## config.mk

```make
export PLATFORM = sky130hd
export DESIGN_NAME = hazard_scoreboard
export DESIGN_NICKNAME = d
export VERILOG_FILES = /design/src/rtl/hazard_scoreboard.sv
export SDC_FILE = /design/constraint.sdc
export NUM_CORES = 1
export LEC_CHECK = 0
export BUFFER_PORTS_ARGS = -buffer_cell sky130_fd_sc_hd__buf_4
export CORE_AREA = 4 4 61 63
export DETAILED_ROUTE_END_ITERATION = 6
export DIE_AREA = 0 0 65 67
export GPL_ROUTABILITY_DRIVEN = 0
export PLACE_DENSITY_LB_ADDON = 0.12
export SLEW_MARGIN = 20
export SYNTH_ARGS = -nofsm -noshare
export SYNTH_HDL_FRONTEND = slang
export SYNTH_SLANG_ARGS = --single-unit
export TNS_END_PERCENT = 20
```

## constraint.sdc

```tcl
create_clock -name i_clk -period 2.1 [get_ports i_clk]
set_input_delay 0.21 -clock i_clk [delete_from_list [all_inputs] [get_ports i_clk]]
set_output_delay 0.21 -clock i_clk [all_outputs]
set_load 0.05 [all_outputs]
```

## src/rtl/hazard_scoreboard.sv

```systemverilog
// Data-hazard scoreboard: shadow pipeline of in-flight writers, per-operand forwarding selects and a combined stall.
// Optional macro HAZARD_PERF_CNT_EN adds a saturating 32-bit stall-cycle counter (o_stall_cycles).
module hazard_scoreboard #(
  parameter int NUM_SRC    = 2,
  parameter int FWD_STAGES = 2,
  parameter int ALU_LAT    = 0,
  parameter int LOAD_LAT   = 1,
  parameter int ADDR_W     = 5,
  parameter int SEL_W      = $clog2(FWD_STAGES + 1)
) (
  input  logic                      i_clk,
  input  logic                      i_rst,
  input  logic                      i_hold,
  input  logic                      i_flush,
  input  logic                      i_issue_regwrite,
  input  logic                      i_issue_memread,
  input  logic [ADDR_W-1:0]         i_issue_rd,
  input  logic [NUM_SRC*ADDR_W-1:0] i_src_addr,
  input  logic [NUM_SRC-1:0]        i_src_used,
  output logic [NUM_SRC*SEL_W-1:0]  o_fwd_sel,
  output logic                      o_stall
`ifdef HAZARD_PERF_CNT_EN
  ,
  output logic [31:0]               o_stall_cycles
`endif
);

  logic [FWD_STAGES-1:0]             ent_valid;
  logic [FWD_STAGES-1:0]             ent_memread;
  logic [FWD_STAGES-1:0][ADDR_W-1:0] ent_rd;

  logic [NUM_SRC-1:0] stall_req;
  logic [ADDR_W-1:0]  src;
  logic               hit;
  logic               hit_ld;
  logic [SEL_W-1:0]   hit_k;
  logic [SEL_W-1:0]   ready;

  always_comb begin
    o_fwd_sel = '0;
    stall_req = '0;
    src       = '0;
    hit       = 1'b0;
    hit_ld    = 1'b0;
    hit_k     = '0;
    ready     = '0;
    for (int unsigned j = 0; j < NUM_SRC; j++) begin
      src    = i_src_addr[j*ADDR_W +: ADDR_W];
      hit    = 1'b0;
      hit_ld = 1'b0;
      hit_k  = '0;
      // Youngest writer wins: once an entry matches, older ones are ignored.
      for (int unsigned k = 0; k < FWD_STAGES; k++) begin
        if (!hit && ent_valid[k] && (ent_rd[k] != '0) && (ent_rd[k] == src)) begin
          hit    = 1'b1;
          hit_ld = ent_memread[k];
          hit_k  = SEL_W'(k);
        end
      end
      ready = hit_ld ? SEL_W'(LOAD_LAT) : SEL_W'(ALU_LAT);
      if (i_src_used[j] && (src != '0) && hit) begin
        if (hit_k >= ready) o_fwd_sel[j*SEL_W +: SEL_W] = hit_k + SEL_W'(1);
        else                stall_req[j] = 1'b1;
      end
    end
  end

  assign o_stall = |stall_req;

  always_ff @(posedge i_clk) begin
    if (i_rst) begin
      ent_valid <= '0;
    end else if (!i_hold) begin
      for (int unsigned k = FWD_STAGES - 1; k > 0; k--) begin
        ent_valid[k]   <= ent_valid[k-1];
        ent_memread[k] <= ent_memread[k-1];
        ent_rd[k]      <= ent_rd[k-1];
      end
      ent_valid[0]   <= i_issue_regwrite && !o_stall && !i_flush;
      ent_memread[0] <= i_issue_memread;
      ent_rd[0]      <= i_issue_rd;
    end
  end

`ifdef HAZARD_PERF_CNT_EN
  always_ff @(posedge i_clk) begin
    if (i_rst)                                         o_stall_cycles <= '0;
    else if (o_stall && !i_hold && (o_stall_cycles != '1)) o_stall_cycles <= o_stall_cycles + 32'd1;
  end
`endif

endmodule

```

==> run metrics <==
vias in the first global route=697; cell internal pwr=0.000439 W; Synth Warn #=0; Logic pwr share=0.227; Rows=21; Slew Limit Fails=0; placed instance area=around 1100 µm²; Syn-to-layout area delta=58.0%; Worst-path clk slew=approximately 70 ps; share of layout cells above drive strength 1=0.458; NumNets Final=approximately 130; Synth Instances=67; Max rail drop VDD=309 µV; # port buffers=27; Max-cap violations=0; Final setup viols=4; status=complete, but fails checks; fillers=323; Root Driver=clkbuf_4; clock share of power=0.251; pwr/cell area=474 nW/µm²; Rel. slew slack=0.729; wire per inst=12.1 µm; largest net degree at the start of global routing=12; worst-case clock buffer depth=2; syn_area_per_cell=about 12 µm²; Critical Path RT=1890 ps; TritonCTS clock tree=built; max incr delay on CP=550 ps; # H-tree levels=1; Flop pwr share=0.522; Die Ht=about 67 µm; worst slew pin tran=403 ps; clock latency on the worst-skew pair=270 ps; CORE AREA=approximately 3200 µm²; Top Ports=28; ant diodes=0; initial antenna violation count=0; final instance area=1240 µm²; Vias/cell=~4.3; DR vias=roughly 650; CTS Buf Count=3; hold slack final=114 ps; FMAX=456 MHz; CP max-delay cell=or4_4; Crit Path Class=reg2out; final worst-path cycle share=1.04; grt met2 use=0.169; clk sinks=13; Final min period=2190 ps; Top Usage Layer GRT=met2; failing checks=setup timing; Worst setup EP type=output port; Initial DRC Count=10; CP max FO=3; FF+latch count, synth=13; Layout Skew=2.54 ps; RSZ-0062 raised after global routing=true; commonest non-fill, non-tap cells in the layout=29 x buf_4, 14 x xnor2_1, 11 x edfxtp_1; die area=~4400 µm²; initial core utilization=0.242; GR Util met3=0.0135; global-route wire length before repair=about 3.1 mm; leakage=0.452 nW; grt ovf=0; Sw Share=0.251; Post-Syn Nets=90; Detailed Place HPWL=1.56 mm; gr usage total=0.0935; drt drc=0; met1 Resource Use GR=0.110; crit path cell chain=or4_4 -> o21ai_4 -> buf_12 -> nor4_4 -> o21a_1 -> buf_6; register area share after synthesis=0.473; 1st-pass router iterations=2; most common cell after layout, fill and taps aside=buf_4; Synth cell types=24; Detail Route Antenna Nets=0; worst hold-check path type=in2reg; type of origin of the critical path=register; worst setup margin=-94.0 ps; post-synth design cell area=783 µm²; die span in x=roughly 65 µm; WP data arrival=1980 ps; Psw=approximately 0.00015 W; final hold vios=0; WL final=1.85 mm
## critical path, delay by kind of cell (launching register included)
kind,cells,cell delay (ps)
buffers and inverters,2,300
and+or+nand+nor,2,600
AOI/OAI and AO/OA,2,430
DFF,1,390
## synthesized netlist by cell type
master	n	area [µm²]
a31oi_1	1	6.26
dfxtp_1	2	40.0
edfxtp_1	11	330
inv_1	1	3.75
mux2i_1	1	10.0
nand2_1	2	7.51
nand3_1	4	20.0
nand3b_1	1	7.51
nor2_1	2	7.51
nor2b_1	1	6.26
nor3_1	3	15.0
nor3_2	1	10.0
nor3b_1	1	7.51
nor4_1	2	12.5
nor4_2	2	25.0
o2111ai_1	1	8.76
o21a_1	1	7.51
o21ai_1	3	15.0
o21ai_4	1	16.3
o41ai_1	2	17.5
or4_1	3	22.5
or4_4	1	11.3
xnor2_1	14	123
xor2_1	6	52.6
## state kept, by name (all words and copies together) (netlist names)
name	flops
ent_rd	10
ent_valid	2
ent_memread	1
## cells by family (layout without fill, tap and decap cells)
| kind of cell | count (synthesis) | count (layout) | share of synthesized area |
|---|---|---|---|
| AOI/OAI and AO/OA | 9 | 9 | 0.0911 |
| muxes | 1 | 1 | 0.0128 |
| and+or+nand+nor | 23 | 23 | 0.195 |
| xor gates and xnor gates | 20 | 20 | 0.224 |
| buffers and inverters | 1 | 41 | 0.00479 |
| DFF | 13 | 13 | 0.473 |
## power by group through the flow
stage | Combinational, W | Sequential [W] | Clock [W]
6_report | 0.000133 | 0.000306 | 0.000147
4_1_cts | 0.000122 | 0.000307 | 0.000157
2_1_floorplan | 0.0000533 | 0.000313 | 0
5_1_grt | 0.000146 | 0.000309 | 0.000167
3_5_place_dp | 0.000119 | 0.000313 | 0
3_3_place_gp | 0.000120 | 0.000313 | 0
## metrics by stage
| stage | setup slack [ps] | power, W | setup TNS [ps] | util | cells |
|---|---|---|---|---|---|
| 6_report | -94.0 | 0.000587 | -306 | 0.383 | 153 |
| 5_1_grt | -186 | 0.000621 | -686 | 0.383 | 153 |
| 2_1_floorplan | -24.3 | 0.000366 | -41.6 | - | 67 |
| 3_3_place_gp | 124 | 0.000432 | 0 | 0.348 | 148 |
| 3_5_place_dp | 116 | 0.000432 | 0 | 0.348 | 148 |
| 4_1_cts | -160 | 0.000585 | -579 | 0.367 | 153 |
## repair_timing
item	in CTS	in global routing
resized for setup	6	7
setup buffers	1	1
setup endpoints to repair	5	5
hold buffers	0	0
pin swaps	1	9
hold endpoints to repair	0	0
## worst paths after layout
path                   startpoint        endpoint  slack [ps]  cells after the start
hold / removal    i_issue_memread  ent_memread[0]         110                      1
setup / recovery        ent_rd[2]         o_stall         -90                      6
setup reg to reg        ent_rd[2]    ent_valid[0]         470                      5
hold reg to reg      ent_valid[1]    ent_valid[1]         530                      2
## final cells by class
type,instances,area (µm²),share of cell area
Tap cell,46,57.6,0.0465
Inverter,1,3.75,0.00303
Sequential cell,13,370,0.299
Clock buffer,4,26.3,0.0212
Timing Repair Buffer,36,305,0.247
Multi-Input combinational cell,53,474,0.383
## routing by layer
layer,part of all wire,vias up,wire length [µm]
met5,0,-,0
met3,0.038,2,70
met4,0.0070,0,13
met2,0.53,13,990
met1,0.42,303,779
li1,-,335,-
Power figures use the tool's default switching activity.
